===== config.mk =====
export PLATFORM = sky130hd
export DESIGN_NAME = mem_stage_lsu
export DESIGN_NICKNAME = d
export VERILOG_FILES = /design/src/rtl/rv32i_types.sv /design/src/rtl/lsu_load_align.sv /design/src/rtl/mem_stage_lsu.sv
export SDC_FILE = /design/constraint.sdc
export NUM_CORES = 1
export LEC_CHECK = 0
export BUFFER_PORTS_ARGS = -buffer_cell sky130_fd_sc_hd__buf_2
export CORE_MARGIN = 2
export CORE_UTILIZATION = 45
export DETAILED_ROUTE_END_ITERATION = 12
export PLACE_DENSITY = 0.86
export SYNTH_ARGS = -nofsm -noshare
export SYNTH_HDL_FRONTEND = slang
export SYNTH_SLANG_ARGS = --single-unit

===== constraint.sdc =====
create_clock -name clk -period 2.3 [get_ports clk]
set_clock_uncertainty 0.05 [all_clocks]
set_input_delay 0.115 -clock clk [delete_from_list [all_inputs] [get_ports clk]]
set_output_delay 0.115 -clock clk [all_outputs]
set_load 0.05 [all_outputs]

===== src/rtl/rv32i_types.sv =====
// rtl/rv32i_types.sv - shared RV32I word, mask, funct3 and LSU state types
package rv32i_types;

  typedef logic [31:0] rv32i_word;
  typedef logic [3:0]  rv32i_mem_wmask;

  typedef enum logic [2:0] {
    lb  = 3'b000,
    lh  = 3'b001,
    lw  = 3'b010,
    lbu = 3'b100,
    lhu = 3'b101
  } load_funct3_t;

  typedef enum logic [2:0] {
    sb = 3'b000,
    sh = 3'b001,
    sw = 3'b010
  } store_funct3_t;

  typedef enum logic [1:0] {
    IDLE,
    BUSY,
    DONE
  } lsu_state_t;

endpackage


===== src/rtl/lsu_load_align.sv =====
// rtl/lsu_load_align.sv - picks the addressed byte/half of a read word and extends it
module lsu_load_align
  import rv32i_types::*;
(
  input  logic [31:0] rdata,
  input  logic [1:0]  addr_lo,
  input  logic [2:0]  funct3,
  output logic [31:0] data
);

  logic [7:0]  byte_lane;
  logic [15:0] half_lane;

  // Select the lane addressed by the low address bits, then extend per funct3
  always_comb begin
    byte_lane = rdata[{addr_lo, 3'b000} +: 8];
    half_lane = addr_lo[1] ? rdata[31:16] : rdata[15:0];
    data      = rdata;
    case (load_funct3_t'(funct3))
      lb:      data = {{24{byte_lane[7]}}, byte_lane};
      lbu:     data = {24'h000000, byte_lane};
      lh:      data = {{16{half_lane[15]}}, half_lane};
      lhu:     data = {16'h0000, half_lane};
      default: data = rdata;
    endcase
  end

endmodule


===== src/rtl/mem_stage_lsu.sv =====
// rtl/mem_stage_lsu.sv - MEM-stage load/store unit; optional MEM_MISALIGN_TRAP_EN
module mem_stage_lsu
  import rv32i_types::*;
(
  input  logic        clk,
  input  logic        rst,
  input  logic        valid_i,
  input  logic        dmem_read_i,
  input  logic        dmem_write_i,
  input  logic [2:0]  funct3_i,
  input  logic [31:0] addr_i,
  input  logic [31:0] store_data_i,
  output logic        dmem_read,
  output logic        dmem_write,
  output logic [31:0] dmem_address,
  output logic [31:0] dmem_wdata,
  output logic [3:0]  dmem_wmask,
  input  logic [31:0] dmem_rdata,
  input  logic        dmem_resp,
  output logic        stall_o,
  output logic        done_o,
  output logic [31:0] load_data_o
`ifdef MEM_MISALIGN_TRAP_EN
  ,
  output logic        misaligned_o
`endif
);

  lsu_state_t     state;
  lsu_state_t     state_next;
  logic           start;
  logic           trap_start;
  logic [1:0]     addr_lo_q;
  logic [2:0]     funct3_q;
  rv32i_word      aligned_data;
  rv32i_mem_wmask st_mask;
  rv32i_word      st_data;

  assign start = valid_i & (dmem_read_i | dmem_write_i);

`ifdef MEM_MISALIGN_TRAP_EN
  logic mis_q;

  // A store wins over a simultaneous read, so alignment is judged by the store size then
  always_comb begin
    trap_start = 1'b0;
    if (dmem_write_i) begin
      case (store_funct3_t'(funct3_i))
        sh:      trap_start = addr_i[0];
        sw:      trap_start = |addr_i[1:0];
        default: trap_start = 1'b0;
      endcase
    end else begin
      case (load_funct3_t'(funct3_i))
        lh, lhu: trap_start = addr_i[0];
        lw:      trap_start = |addr_i[1:0];
        default: trap_start = 1'b0;
      endcase
    end
    trap_start = trap_start & start;
  end

  assign misaligned_o = mis_q;
`else
  assign trap_start = 1'b0;
`endif

  // Byte enables and lane-replicated store data from the incoming access
  always_comb begin
    st_mask = 4'b1111;
    st_data = store_data_i;
    case (store_funct3_t'(funct3_i))
      sb: begin
        st_mask = 4'b0001 << addr_i[1:0];
        st_data = {4{store_data_i[7:0]}};
      end
      sh: begin
        st_mask = 4'b0011 << {addr_i[1], 1'b0};
        st_data = {2{store_data_i[15:0]}};
      end
      default: ;
    endcase
  end

  lsu_load_align u_load_align (
    .rdata   (dmem_rdata),
    .addr_lo (addr_lo_q),
    .funct3  (funct3_q),
    .data    (aligned_data)
  );

  // State register
  always_ff @(posedge clk) begin
    if (rst) state <= IDLE;
    else     state <= state_next;
  end

  // Next state, pipeline stall and completion pulse
  always_comb begin
    state_next = state;
    stall_o    = 1'b0;
    done_o     = 1'b0;
    case (state)
      IDLE: begin
        stall_o = start;
        if (start) state_next = trap_start ? DONE : BUSY;
      end
      BUSY: begin
        stall_o = 1'b1;
        if (dmem_resp) state_next = DONE;
      end
      DONE: begin
        done_o     = 1'b1;
        state_next = IDLE;
      end
      default: state_next = IDLE;
    endcase
  end

  // Capture the access on start, hold the request through BUSY, latch load data on resp
  always_ff @(posedge clk) begin
    if (rst) begin
      dmem_read    <= 1'b0;
      dmem_write   <= 1'b0;
      dmem_address <= '0;
      dmem_wdata   <= '0;
      dmem_wmask   <= 4'b0000;
      load_data_o  <= '0;
      addr_lo_q    <= 2'b00;
      funct3_q     <= 3'b000;
`ifdef MEM_MISALIGN_TRAP_EN
      mis_q        <= 1'b0;
`endif
    end else begin
      case (state)
        IDLE: begin
          if (start) begin
            addr_lo_q    <= addr_i[1:0];
            funct3_q     <= funct3_i;
            dmem_address <= {addr_i[31:2], 2'b00};
            if (trap_start) begin
              load_data_o <= '0;
`ifdef MEM_MISALIGN_TRAP_EN
              mis_q       <= 1'b1;
`endif
            end else begin
              dmem_write <= dmem_write_i;
              dmem_read  <= ~dmem_write_i;
              dmem_wdata <= st_data;
              dmem_wmask <= dmem_write_i ? st_mask : 4'b0000;
            end
          end
        end
        BUSY: begin
          if (dmem_resp) begin
            dmem_read  <= 1'b0;
            dmem_write <= 1'b0;
            if (dmem_read) load_data_o <= aligned_data;
          end
        end
        DONE: begin
`ifdef MEM_MISALIGN_TRAP_EN
          mis_q <= 1'b0;
`endif
        end
        default: ;
      endcase
    end
  end

endmodule


==> results.cfg <==
[final_layout]
layout.nets = 939
utilization_pct = 65.74
syn2layout_area_growth_pct = 41.96
fill_cells = 822
multi_input_area_mm2 = 0.002325
antennaDiodeCount = 0
drive_gt1_share_pct = 32.10
final_cells = 974
regArea_mm2 = 0.002142

[yosys]
synth_top_family_by_area = compound AO/OA/AOI/OAI gates
synthSimpleGateAreaFrac_pct = 19.27
synth-compound-area-share_pct = 23.29
synth-seq-cells = 107
synth-xor-area-share_pct = 0
synth_top_area_share_pct = 45.01
ys_seq_area_share_pct = 45.01
synthMuxAreaShare_pct = 6.099
synthCells = 576
syn_area_mm2 = 0.004760
avgSynthCellArea_um2 = 8.263
yosys_warnings = 0
synth.area.top_cells = dfxtp_1, nand2_1, a21oi_1, mux2i_1, o21ai_0
yosys.area_share.adder_pct = 0
ys_types = 44
synth_top_cell_by_area = dfxtp_1

[clocking]
clkTransAtPathRegs_ps = 110
cts_tree = built
clock-sinks = 107
clock_latency_ps = 370
htreeDepth = 3
cts.repair.resized = 0
cts_buffers = 9
clock_path_buffers = 2
clock-root-buffer = clkbuf_8

[global_routing]
grt_max_degree = 73
overflow = 0
track_usage_pct = 28.39
antenna_found_initial = 0
grt_pass1_wl_mm = 25.96
grt_pass1_vias = 5362

[worst_setup_path]
endpoint_kind = register
worst_setup_path_start_kind = input pin
r2r_start = state[1]
crit_type = input pin to register
worstSetupStartpoint = dmem_write_i
cp.required_ps = 2570
crit_arrival_ps = 2400
crit_fanout = 72

[placed_design]
dp_hpwl_mm = 10.21
place.gp.congestion = 0.8752
dp.cells = 881
port_buffers = 206

[pwr]
power_w = 0.004186
ir_drop_mv = 0.5329
p_per_area_mw_per_mm2 = 619.6
leakagePower_nw = 2.955

[sta]
rsz0062_at_grt = false
fin_crit_sh_pct = 92.47
hold_viol = 0
relSlewSlack_pct = 62.20
setup_viol = 0
fmax_ghz = 0.4702
min_period_ps = 2127
fin_setup_tns_ps = 0
hold_ws_ps = 20.53
slew_violations = 0
worstMarginPinSlew_ps = 566.4

[floorplan]
die-area_mm2 = 0.01142
start_util_pct = 46.31
die_width_um = 106.8
fp.dieH_um = 106.8
ioPinCount = 209
core-area_mm2 = 0.01028
placementRows = 37

[min_path]
worstHoldPathType = input pin to register
hp-start = store_data_i[24]

[drt]
ant_nets = 0
drtIter0Drc = 440
drt-total-wl_mm = 16.68
drtPass1Iterations = 5
wl_per_cell_um = 17.13
routed_via_density = 5.541
routed-via-count = 5397
remaining_drc_errors = 0

[outcome]
status = finished clean

[job]
maxCapViolCount = 0
[cells in the final DEF (no fill, tap or decap), types with 3 or more instances in the layout]
master,synthesis,routed
buf_4,7,10
a211oi_1,9,9
a21oi_1,68,68
a31oi_1,5,5
clkbuf_8,0,9
inv_1,3,3
nand2_1,154,154
buf_2,13,206
a221oi_2,6,6
o221a_2,5,5
nor3_1,6,6
nor2_1,31,31
or3_1,4,3
o211ai_1,8,8
dlygate4sd3_1,0,78
a21oi_2,11,11
a31o_2,3,3
nand3_1,6,6
a311oi_1,9,9
o21ai_0,40,40
nor2b_1,4,4
dfxtp_1,107,107
mux2i_1,23,23
[cell usage after synthesis]
cell,instances
nor4_1,1
o221a_2,5
nand3_1,6
and4b_1,1
a221oi_2,6
o21ai_0,40
a311o_1,1
nor2_2,1
buf_6,6
a21oi_2,11
and3_1,1
mux2_4,1
a311oi_1,9
inv_1,3
a22oi_1,1
a31oi_1,5
mux2i_1,23
a31o_2,3
mux2_2,2
or3_1,4
nand2_1,154
buf_2,13
dfxtp_1,107
nor3_4,2
nand2b_1,2
nand4b_1,1
a22o_4,1
buf_8,1
a2111oi_0,1
a211oi_1,9
nand3b_1,2
a221oi_1,1
buf_4,7
nor2b_1,4
clkbuf_1,23
o211ai_1,8
nor2b_2,1
nor2_1,31
conb_1,1
nor3_1,6
o21ai_2,1
a21oi_1,68
or2_1,1
mux4_2,1
[logic make-up (layout without fill, tap and decap cells)]
logic type	count (synthesis)	after routing
flip-flops	107	107
other	1	2
buffers and inverters	53	314
multiplexers	27	27
AO/OA/AOI/OAI	170	170
AND/OR/NAND/NOR	218	218
[routing by layer]
| layer | track usage (%) | vias up | share of wire (%) |
|---|---|---|---|
| met5 | 0 | - | 0 |
| met4 | 10.67 | 0 | 2.5 |
| met3 | 10.09 | 39 | 11 |
| met2 | 48.95 | 342 | 48 |
| met1 | 32.20 | 2504 | 38 |
| li1 | - | 2512 | - |
[state kept, by name, summed over array words and instances (netlist names)]
register	flops
state	2
dmem_address	30
dmem_wmask	4
load_data_o	32
dmem_wdata	32
funct3_q	3
dmem_write	1
addr_lo_q	2
dmem_read	1
[per-stage QoR]
step | area [um2] | setup WS (ps)
floorplan | 4763 | 640.5
global placement | 5794 | 584.5
detailed placement | 5794 | 519.9
CTS | 6756 | 258.8
global route | 6756 | 121.4
finish | 6756 | 173.2
[layout make-up]
class	instances	area share, %
well taps	136	2.519
multi-input cells	417	34.41
clock buffers	9	1.833
clock inverters	6	0.8519
flip-flops and latches	107	31.70
inverters	3	0.1667
repair buffers	296	28.52
[final timing paths]
path                                    endpoint  slack [ps]  depth (start not counted)
worst min register to register  dmem_address[21]         410                          2
worst max-delay path              dmem_wdata[16]         170                          8
worst min-delay path              dmem_wdata[24]          20                          3
worst max register to register    dmem_wdata[16]         260                          5
[worst max-delay path, cell delays in order]
cell and delay [ps]:
dlygate4sd3_1 520, buf_2 190, o21ai_2 110, nor3_4 190, buf_12 320, nor2_1 80
a311oi_1 260, dlygate4sd3_1 580
[power by group]
part           internal (W)  total (W)  switching, W
Combinational      0.000354    0.00107      0.000714
Sequential          0.00195    0.00201     0.0000578
Clock              0.000416    0.00111      0.000696
Total               0.00272    0.00419       0.00147
[what timing repair did]
action	4_1_cts	5_1_grt
setup endpoints to repair	0	0
hold endpoints to repair	77	0
setup buffers	0	0
hold buffers	78	0
No activity file was read; power rests on OpenSTA's default activity.
